`src/rtl/mem_pkg.sv`:
```
// Shared types and constants for the MEM-stage access unit.
package mem_pkg;

  typedef enum logic [1:0] {
    IDLE = 2'd0,
    REQ  = 2'd1,
    DONE = 2'd2
  } mem_state_t;

  localparam logic [3:0] MASK_BYTE = 4'b0001;
  localparam logic [3:0] MASK_HALF = 4'b0011;
  localparam logic [3:0] MASK_WORD = 4'b1111;

endpackage

```
`src/rtl/mem_access_unit_if.sv`:
```
// Data-bus request/acknowledge interface between the MEM stage and memory.
interface mem_access_unit_if;

  logic        bus_req;
  logic        bus_we;
  logic [31:0] bus_addr;
  logic [31:0] bus_wdata;
  logic [3:0]  bus_wstrb;
  logic [31:0] bus_rdata;
  logic        bus_ack;

  modport master (
    output bus_req, bus_we, bus_addr, bus_wdata, bus_wstrb,
    input  bus_rdata, bus_ack
  );

  modport slave (
    input  bus_req, bus_we, bus_addr, bus_wdata, bus_wstrb,
    output bus_rdata, bus_ack
  );

endinterface

```
`src/rtl/load_align.sv`:
```
// Combinational load alignment: lane select by byte offset, then sign/zero extension.
module load_align
  import mem_pkg::*;
(
  input  logic [31:0] rdata_i,
  input  logic [1:0]  addr_lo_i,
  input  logic [3:0]  mask_i,
  input  logic        sign_extend_i,
  output logic [31:0] result_o
);

  logic [31:0] shifted;

  always_comb begin
    shifted = rdata_i >> {addr_lo_i, 3'b000};
    case (mask_i)
      MASK_BYTE: result_o = {{24{sign_extend_i & shifted[7]}}, shifted[7:0]};
      MASK_HALF: result_o = {{16{sign_extend_i & shifted[15]}}, shifted[15:0]};
      default:   result_o = shifted;
    endcase
  end

endmodule

```
`src/rtl/mem_access_unit.sv`:
```
// MEM-stage load/store unit: issues one req/ack bus transaction per access, stalls the
// pipeline while it is in flight, and reports misaligned/illegal accesses and timeouts.
module mem_access_unit
  import mem_pkg::*;
#(
  parameter int unsigned TIMEOUT_CYCLES = 255,
  parameter bit          TIMEOUT_EN     = 1'b1
) (
  input  logic               clk,
  input  logic               rst,
  input  logic [31:0]        ex_mem_alu_result,
  input  logic               ex_mem_mem_read,
  input  logic               ex_mem_mem_write,
  input  logic [3:0]         ex_mem_mem_data_mask,
  input  logic               ex_mem_mem_read_sign_extend,
  input  logic [31:0]        ex_mem_mem_write_data,
  mem_access_unit_if.master  bus,
  output logic               mem_stall,
  output logic [31:0]        mem_load_data,
  output logic               mem_fault,
  output logic               mem_fault_timeout
);

  localparam int unsigned CW = $clog2(TIMEOUT_CYCLES) + 1;

  mem_state_t  state_q, state_d;
  logic        bus_req_q, bus_req_d;
  logic        bus_we_q, bus_we_d;
  logic [31:0] bus_addr_q, bus_addr_d;
  logic [31:0] bus_wdata_q, bus_wdata_d;
  logic [3:0]  bus_wstrb_q, bus_wstrb_d;
  logic [3:0]  mask_q, mask_d;
  logic [1:0]  addr_lo_q, addr_lo_d;
  logic        sext_q, sext_d;
  logic [31:0] load_data_q, load_data_d;
  logic        fault_q, fault_d;
  logic        fault_to_q, fault_to_d;
  logic [CW-1:0] cnt_q, cnt_d;

  logic        acc, illegal, misaligned, timeout_hit;
  logic [31:0] aligned;

  assign acc        = ex_mem_mem_read | ex_mem_mem_write;
  assign illegal    = (ex_mem_mem_read & ex_mem_mem_write) |
                      ~((ex_mem_mem_data_mask == MASK_BYTE) |
                        (ex_mem_mem_data_mask == MASK_HALF) |
                        (ex_mem_mem_data_mask == MASK_WORD));
  assign misaligned = ((ex_mem_mem_data_mask == MASK_HALF) & ex_mem_alu_result[0]) |
                      ((ex_mem_mem_data_mask == MASK_WORD) & (ex_mem_alu_result[1:0] != 2'b00));
  assign timeout_hit = TIMEOUT_EN && (cnt_q == CW'(TIMEOUT_CYCLES - 1));

  // Alignment uses the access attributes captured at issue, not the live EX/MEM inputs.
  load_align u_load_align (
    .rdata_i       (bus.bus_rdata),
    .addr_lo_i     (addr_lo_q),
    .mask_i        (mask_q),
    .sign_extend_i (sext_q),
    .result_o      (aligned)
  );

  always_comb begin
    // NOTE: every output of this block gets a default first, so no path infers a latch.
    state_d     = state_q;
    bus_req_d   = bus_req_q;
    bus_we_d    = bus_we_q;
    bus_addr_d  = bus_addr_q;
    bus_wdata_d = bus_wdata_q;
    bus_wstrb_d = bus_wstrb_q;
    mask_d      = mask_q;
    addr_lo_d   = addr_lo_q;
    sext_d      = sext_q;
    load_data_d = load_data_q;
    fault_d     = 1'b0;
    fault_to_d  = 1'b0;
    cnt_d       = cnt_q;
    mem_stall   = 1'b0;

    case (state_q)
      IDLE: begin
        if (acc) begin
          mem_stall = 1'b1;
          state_d   = DONE;
          if (illegal | misaligned) begin
            fault_d = 1'b1;
          end else begin
            state_d     = REQ;
            bus_req_d   = 1'b1;
            bus_we_d    = ex_mem_mem_write;
            bus_addr_d  = {ex_mem_alu_result[31:2], 2'b00};
            bus_wdata_d = ex_mem_mem_write_data << {ex_mem_alu_result[1:0], 3'b000};
            bus_wstrb_d = ex_mem_mem_write ? (ex_mem_mem_data_mask << ex_mem_alu_result[1:0])
                                           : 4'b0000;
            mask_d      = ex_mem_mem_data_mask;
            addr_lo_d   = ex_mem_alu_result[1:0];
            sext_d      = ex_mem_mem_read_sign_extend;
          end
        end
      end
      REQ: begin
        mem_stall = 1'b1;
        cnt_d     = cnt_q + 1'b1;
        // An ack arriving on the timeout cycle still completes normally.
        if (bus.bus_ack) begin
          bus_req_d = 1'b0;
          state_d   = DONE;
          if (!bus_we_q) load_data_d = aligned;
        end else if (timeout_hit) begin
          bus_req_d  = 1'b0;
          fault_d    = 1'b1;
          fault_to_d = 1'b1;
          state_d    = DONE;
        end
      end
      DONE: begin
        cnt_d   = '0;
        state_d = IDLE;
      end
      default: state_d = IDLE;
    endcase
  end

  always_ff @(posedge clk) begin
    // NOTE: non-blocking assignments so every flop samples pre-edge values.
    if (rst) begin
      state_q     <= IDLE;
      bus_req_q   <= 1'b0;
      bus_we_q    <= 1'b0;
      bus_addr_q  <= '0;
      bus_wdata_q <= '0;
      bus_wstrb_q <= '0;
      mask_q      <= '0;
      addr_lo_q   <= '0;
      sext_q      <= 1'b0;
      load_data_q <= '0;
      fault_q     <= 1'b0;
      fault_to_q  <= 1'b0;
      cnt_q       <= '0;
    end else begin
      state_q     <= state_d;
      bus_req_q   <= bus_req_d;
      bus_we_q    <= bus_we_d;
      bus_addr_q  <= bus_addr_d;
      bus_wdata_q <= bus_wdata_d;
      bus_wstrb_q <= bus_wstrb_d;
      mask_q      <= mask_d;
      addr_lo_q   <= addr_lo_d;
      sext_q      <= sext_d;
      load_data_q <= load_data_d;
      fault_q     <= fault_d;
      fault_to_q  <= fault_to_d;
      cnt_q       <= cnt_d;
    end
  end

  assign bus.bus_req        = bus_req_q;
  assign bus.bus_we         = bus_we_q;
  assign bus.bus_addr       = bus_addr_q;
  assign bus.bus_wdata      = bus_wdata_q;
  assign bus.bus_wstrb      = bus_wstrb_q;
  assign mem_load_data      = load_data_q;
  assign mem_fault          = fault_q;
  assign mem_fault_timeout  = fault_to_q;

endmodule

```
`src/flat_wrapper.sv`:
```
// flat-port wrapper written by rule: the top's interface ports become plain ports
module mem_access_unit_flat import mem_pkg::*;
#(
  parameter int unsigned TIMEOUT_CYCLES = 255,
  parameter bit          TIMEOUT_EN     = 1'b1
)
  (clk, rst, ex_mem_alu_result, ex_mem_mem_read, ex_mem_mem_write, ex_mem_mem_data_mask, ex_mem_mem_read_sign_extend, ex_mem_mem_write_data, mem_stall, mem_load_data, mem_fault, mem_fault_timeout, bus_bus_req, bus_bus_we, bus_bus_addr, bus_bus_wdata, bus_bus_wstrb, bus_bus_rdata, bus_bus_ack);
  mem_access_unit_if bus_i ();
  input  logic clk;
  input  logic rst;
  input  logic [31:0] ex_mem_alu_result;
  input  logic ex_mem_mem_read;
  input  logic ex_mem_mem_write;
  input  logic [3:0] ex_mem_mem_data_mask;
  input  logic ex_mem_mem_read_sign_extend;
  input  logic [31:0] ex_mem_mem_write_data;
  output logic mem_stall;
  output logic [31:0] mem_load_data;
  output logic mem_fault;
  output logic mem_fault_timeout;
  output wire logic [$bits(bus_i.bus_req)-1:0] bus_bus_req;
  output wire logic [$bits(bus_i.bus_we)-1:0] bus_bus_we;
  output wire logic [$bits(bus_i.bus_addr)-1:0] bus_bus_addr;
  output wire logic [$bits(bus_i.bus_wdata)-1:0] bus_bus_wdata;
  output wire logic [$bits(bus_i.bus_wstrb)-1:0] bus_bus_wstrb;
  input wire logic [$bits(bus_i.bus_rdata)-1:0] bus_bus_rdata;
  input wire logic [$bits(bus_i.bus_ack)-1:0] bus_bus_ack;
  assign bus_bus_req = bus_i.bus_req;
  assign bus_bus_we = bus_i.bus_we;
  assign bus_bus_addr = bus_i.bus_addr;
  assign bus_bus_wdata = bus_i.bus_wdata;
  assign bus_bus_wstrb = bus_i.bus_wstrb;
  assign bus_i.bus_rdata = bus_bus_rdata;
  assign bus_i.bus_ack = bus_bus_ack;
  mem_access_unit #(.TIMEOUT_CYCLES(TIMEOUT_CYCLES), .TIMEOUT_EN(TIMEOUT_EN)) u_core (.clk(clk), .rst(rst), .ex_mem_alu_result(ex_mem_alu_result), .ex_mem_mem_read(ex_mem_mem_read), .ex_mem_mem_write(ex_mem_mem_write), .ex_mem_mem_data_mask(ex_mem_mem_data_mask), .ex_mem_mem_read_sign_extend(ex_mem_mem_read_sign_extend), .ex_mem_mem_write_data(ex_mem_mem_write_data), .bus(bus_i), .mem_stall(mem_stall), .mem_load_data(mem_load_data), .mem_fault(mem_fault), .mem_fault_timeout(mem_fault_timeout));
endmodule
```
`config.mk`:
```
export PLATFORM = sky130hd
export DESIGN_NAME = mem_access_unit_flat
export DESIGN_NICKNAME = d
export VERILOG_FILES = /design/src/rtl/mem_pkg.sv /design/src/rtl/mem_access_unit_if.sv /design/src/rtl/load_align.sv /design/src/rtl/mem_access_unit.sv /design/src/flat_wrapper.sv
export SDC_FILE = /design/constraint.sdc
export NUM_CORES = 1
export LEC_CHECK = 0
export CAP_MARGIN = 30
export CORE_MARGIN = 5
export CORE_UTILIZATION = 41
export DETAILED_ROUTE_END_ITERATION = 12
export GPL_TIMING_DRIVEN = 0
export HOLD_SLACK_MARGIN = 0.12
export PLACE_DENSITY = 0.77
export SETUP_SLACK_MARGIN = 0.02
export SKIP_LAST_GASP = 1
export SYNTH_ARGS = -nofsm -noshare
export SYNTH_HDL_FRONTEND = slang
export SYNTH_SLANG_ARGS = --single-unit
```
`constraint.sdc`:
```
create_clock -name clk -period 2.15 [get_ports clk]
set_clock_uncertainty 0.2 [all_clocks]
set_input_delay 0.5375 -clock clk [delete_from_list [all_inputs] [get_ports clk]]
set_output_delay 0.5375 -clock clk [all_outputs]
set_load 0.05 [all_outputs]
```
After elaboration in Yosys (flattened, before gate mapping) --
Index checks and enable logic that the tools add are counted.
Storage, ports and cells: RAM bits 0, word-level logic and storage cells 72, input bits 106, register bits 120, output and inout port bits 105, memory bits (read-only) 0, memories 0, latch bits 0
Operators by class: div/mod/pow operators 0, order comparisons 0, bitwise gates (word level) 15, shifts and indexed selects 3, add/subtract/negate cells 1, reductions and logical operators 9, multipliers 0, muxes and demuxes 20, equal/unequal tests 11
Operators with widths (count):
- one-hot mux 32 bit (2 select lines) | 1
- << shifter 32 x 5 -> 32 bit | 1
- right shift 32 x 5 -> 32 bit | 1
- one-hot mux 9 bit (2 select lines) | 1
- adder 9 x 1 -> 9 bit, second input constant | 1
- == test 9 x 8 -> 1 bit, second input constant | 1
- two-way mux 1 bit | 9
- == test 4 x 1 -> 1 bit, second input constant | 2
- == test 4 x 2 -> 1 bit, second input constant | 2
- two-way mux 2 bit | 4
- bitwise OR 1 bit | 6
- one-hot mux 1 bit (2 select lines) | 3
- AND reduction 3 bit | 2
- nonzero test 2 bit | 3
- AND 1 bit | 5
- == test 4 bit, second input constant | 1
- two-way mux 4 bit | 1
- inverter 1 bit | 4
- one-hot mux 2 bit (2 select lines) | 1
- AND reduction 4 bit | 1
- << shifter 4 x 2 -> 4 bit | 1
- inequality test 3 x 2 -> 1 bit, second input constant | 1
- == test 2 x 1 -> 1 bit, second input constant | 1
- == test 2 bit, second input constant | 1
- other kinds (5) | 5

Longest topological paths before layout --
depth after elaboration 9, depth in mapped cells 7, gate-level depth less buffers 6

Hierarchy --
Synthesis repeated with hierarchy kept, for this count alone.
Second synthesis, totals: cell total of the unflattened synthesis 716, area total of the unflattened synthesis 5959.5 um2
By module, submodules not included:
- mem_access_unit | instances 1, cells an instance 618, area each 5088.6 um2, seq. area each 2402.3 um2
- load_align | instances 1, cells an instance 98, area each 870.8 um2, seq. area each 0.0 um2

Worst setup path before layout --
OpenSTA, ideal clock, no wires.
path type reg-to-output, from register u_core.state_q[0], to output port mem_stall, setup slack -0.784 ns, buffers on the path 2, cell stages (with the launch flop) 7, arrival 2.197 ns, data required time 1.412 ns, cells stage by stage dfxtp_1 > inv_1 > ha_1 > inv_1 > clkbuf_1 > clkbuf_1 > o21ai_0
Between the ends: longest elaborated chain between the ends 2, elaborated cells on any way between the ends 3, classes of those cells eq/ne: 1; mux: 1; reduce/logical: 1
Ends and longest elaborated chain:
- start, declared | line mem_access_unit.sv:26 | mem_state_t state_q, state_d;
- start signal, assigned | line mem_access_unit.sv:139 | state_q <= state_d;
- == test 2 x 1 -> 1 bit / zero test 2 bit (equally long branches) | line mem_access_unit.sv:78 | case (state_q)
- one-hot mux 1 bit (2 select lines) * | line mem_access_unit.sv:78
- end, declared | line flat_wrapper.sv:17 | output logic mem_stall;
Mark *: on every way between the ends. The rest lies on a longest branch, timed or not.

Final worst setup path --
Same ends and word-level chain as after synthesis.

==> impl_metrics.env <==
export IMPL_outcome="finished, violations left"
export IMPL_violations="negative setup slack"
export IMPL_cts_tree="yes"
export IMPL_clock_path_buffers=2
export IMPL_drv_slew=0
export IMPL_initial_core_util_pct=41.6
export IMPL_io_pins=211
export IMPL_ys_seq_elements=120
export IMPL_grt_pass1_wl_um=33100
export IMPL_synth_edf_count=0
export IMPL_routed_wl_um=21400
export IMPL_cts_buffers=17
export IMPL_antenna_found_initial=0
export IMPL_ys_seq_area_share_pct=39.9
export IMPL_worstPathArrival_ns=1.58
export IMPL_antenna_left=0
export IMPL_instances_no_fill=1113
export IMPL_multi_input_area_sq_um=3340
export IMPL_drt_iter0_drc=477
export IMPL_nets=1028
export IMPL_cts_root_buffer="clkbuf_16"
export IMPL_routedWlPerCell_um=19.2
export IMPL_synth_area_leaders="dfxtp_1, mux2i_1, a21oi_1, o31ai_1, nand4_1"
export IMPL_gr_usage_met3_pct=6.23
export IMPL_crit_path_end_kind="primary output"
export IMPL_synthCells=682
export IMPL_maxSlewHeadroom_pct=47.5
export IMPL_clkPwrFrac_pct=46.0
export IMPL_worst_pin_slew_ns=0.781
export IMPL_core_sq_um=14500
export IMPL_grt_max_degree=17
export IMPL_insertion_delay_ns=0.42
export IMPL_avgSynthCellArea_sq_um=8.82
export IMPL_antennaDiodeCount=0
export IMPL_ir_worst_vdd_mv=0.548
export IMPL_cp_max_fo=7
export IMPL_placement_io_buffers=205
export IMPL_setup_ws_ns=-0.163
export IMPL_route_detailed_drc=0
export IMPL_pwr_share_comb_pct=17.2
export IMPL_synth_distinct_cells=53
export IMPL_maxCapViolations=0
export IMPL_grt_util_met2_pct=39.6
export IMPL_post_place_cells=1072
export IMPL_seqCellArea_sq_um=2410
export IMPL_grtUsageTotal_pct=23.6
export IMPL_setup_worst_path_start_class="flop"
export IMPL_vias_per_cell=5.73
export IMPL_max_freq_ghz=0.432
export IMPL_gp_congestion=0.860
export IMPL_fillCellCount=1305
export IMPL_yosys_warnings=0
export IMPL_setup_viol=1
export IMPL_grt_pass1_vias=6202
export IMPL_area_growth_pct=49.5
export IMPL_power_leakage_nw=3.82
export IMPL_synthFlopType="dfxtp_1"
export IMPL_grtUsageMet1_pct=28.8
export IMPL_intPower_mw=4.60
export IMPL_grt_busiest_layer="met2"
export IMPL_synthArstFlopShare_pct=0
export IMPL_die_area_sq_um=17200
export IMPL_seq_power_share_pct=36.7
export IMPL_yosysTopAreaCellShare_pct=39.9
export IMPL_holdBufCountCts=0
export IMPL_hpwl_um=15800
export IMPL_power_density_nw_per_um2=697
export IMPL_cp_required_ns=1.41
export IMPL_fin_crit_sh_pct=108
export IMPL_die_y_um=131
export IMPL_grt_ovfl_total=0
export IMPL_clkTransAtPathRegs_ns=0.05
export IMPL_layout_drive_gt1_share_pct=13.8
export IMPL_crit_type="reg -> out"
export IMPL_synth_area_sq_um=6020
export IMPL_num_vias=6379
export IMPL_htreeDepth=4
export IMPL_fin_crit_ns=2.31
export IMPL_placementRows=44
export IMPL_synth_top_cell_by_area="dfxtp_1"
export IMPL_hold_viol=0
export IMPL_cts_sinks=120
export IMPL_hold_class="reg -> reg"
export IMPL_drt_pass1_iterations=6
export IMPL_rsz0062_at_grt="true"
export IMPL_fin_setup_tns_ns=-0.163
export IMPL_p_sw_share_pct=26.6
export IMPL_power_switching_mw=1.67
export IMPL_die_w_um=131
-- cell type report --
cell class / instances / share of cell area [%]
Multi-Input combinational cell: 484 / 37.1
Sequential cell: 120 / 26.8
Timing Repair Buffer: 215 / 22.3
Clock buffer: 22 / 5.27
Buffer: 70 / 4.19
Tap cell: 184 / 2.56
Clock inverter: 9 / 1.36
Inverter: 9 / 0.431
-- Yosys cell counts (all sizes together), types with 2 or more instances --
master,number
nor2b,13
and4b,2
clkbuf,42
a21oi,81
xor2,5
ha,5
a311oi,9
o211ai,8
nand2,54
nor2,51
dfxtp,120
buf,28
inv,9
and4,2
mux2i,58
xnor2,3
a31oi,9
or3,2
a211oi,17
nand4,47
mux2,19
o21ai,9
o31ai,43
mux4,3
nand3,7
nand3b,2
nor3,11
o2bb2ai,7
-- critical path, stage by stage (launching register included) --
cell	delay (ns)
dfxtp_2	0.33
inv_2	0.08
ha_4	0.16
inv_4	0.04
buf_8	0.12
buf_8	0.12
o21ai_4	0.14
buf_8	0.16
-- through the flow --
stage	worst slack [ns]	instance area, sq um	utilization [%]	hold WS, ns	power, mW
4_1_cts	-0.236	8850	61.1	0.252	6.24
2_1_floorplan	0.0298	6040	-	0.232	2.92
5_1_grt	-0.203	8990	62.1	0.284	6.47
6_report	-0.163	8990	62.1	0.249	6.27
3_5_place_dp	-0.931	8320	57.4	0.247	3.36
3_3_place_gp	-0.905	8320	57.4	0.242	3.35
-- metal layers --
metal,part of all wire (%),up-vias
met4,3.0,0
met3,7.4,57
met1,41,3001
met5,0,-
met2,48,299
li1,-,3022
-- power by group through the flow --
| stage | Combinational [mW] | Sequential (mW) | Clock (mW) |
|---|---|---|---|
| 2_1_floorplan | 0.461 | 2.46 | 0 |
| 3_3_place_gp | 1.01 | 2.35 | 0 |
| 3_5_place_dp | 1.01 | 2.35 | 0 |
| 4_1_cts | 1.02 | 2.30 | 2.92 |
| 5_1_grt | 1.14 | 2.31 | 3.02 |
| 6_report | 1.08 | 2.30 | 2.89 |
-- cells in the final DEF, fill, tap and decap left out, types with 6 or more instances in the layout --
cell type,instances
o21ai_0,8
buf_4,16
o211ai_1,8
clkdlybuf4s50_1,97
o31ai_1,43
mux2i_1,58
nor3_1,9
a21oi_1,81
mux2_2,17
a311oi_1,9
inv_1,6
a31oi_1,9
buf_2,16
dlygate4sd2_1,102
clkbuf_2,16
o2bb2ai_1,7
nand4_1,47
clkbuf_1,25
nor2b_1,11
nor2_1,49
nand2_1,54
dfxtp_1,118
a211oi_1,16
clkbuf_16,17
-- cells by family after synthesis --
logic type                 after synthesis  synth area share [%]
other                                    1                0.0623
xor gates and xnor gates                 8                  1.41
adders and majority gates                5                  1.04
buffers and inverters                   79                  5.80
AOI/OAI and AO/OA                      191                  20.6
DFF                                    120                  39.9
muxes                                   80                  14.4
and+or+nand+nor                        198                  16.8
-- worst paths after layout --
| path | from | to | slack [ns] | cells past startpoint |
|---|---|---|---|---|
| max | u_core.state_q[0] | mem_stall | -0.16 | 7 |
| min | u_core.mem_load_data[5] | u_core.mem_load_data[5] | 0.25 | 2 |
| max reg2reg | u_core.addr_lo_q[0] | u_core.mem_load_data[30] | 0.10 | 6 |
| min reg2reg | u_core.mem_load_data[5] | u_core.mem_load_data[5] | 0.25 | 2 |
-- state kept, by name, summed over array words and instances, names as in the netlist --
register,count
u_core.sext_q,1
u_core.bus.bus_addr,30
u_core.mem_fault_timeout,1
u_core.cnt_q,9
u_core.mem_load_data,32
u_core.bus.bus_wstrb,4
u_core.bus.bus_wdata,32
u_core.mem_fault,1
u_core.addr_lo_q,2
u_core.bus.bus_we,1
u_core.state_q,2
u_core.mask_q,4
u_core.bus.bus_req,1
-- repair_timing --
| item | 4_1_cts | 5_1_grt |
|---|---|---|
| pin swaps | 1 | 5 |
| endpoints found under the setup margin | 194 | 110 |
| endpoints found under the hold margin | 0 | 0 |
| buffers inserted | 3 | 7 |
| resized for setup | 124 | 59 |
No activity file was read; power rests on OpenSTA's default activity.
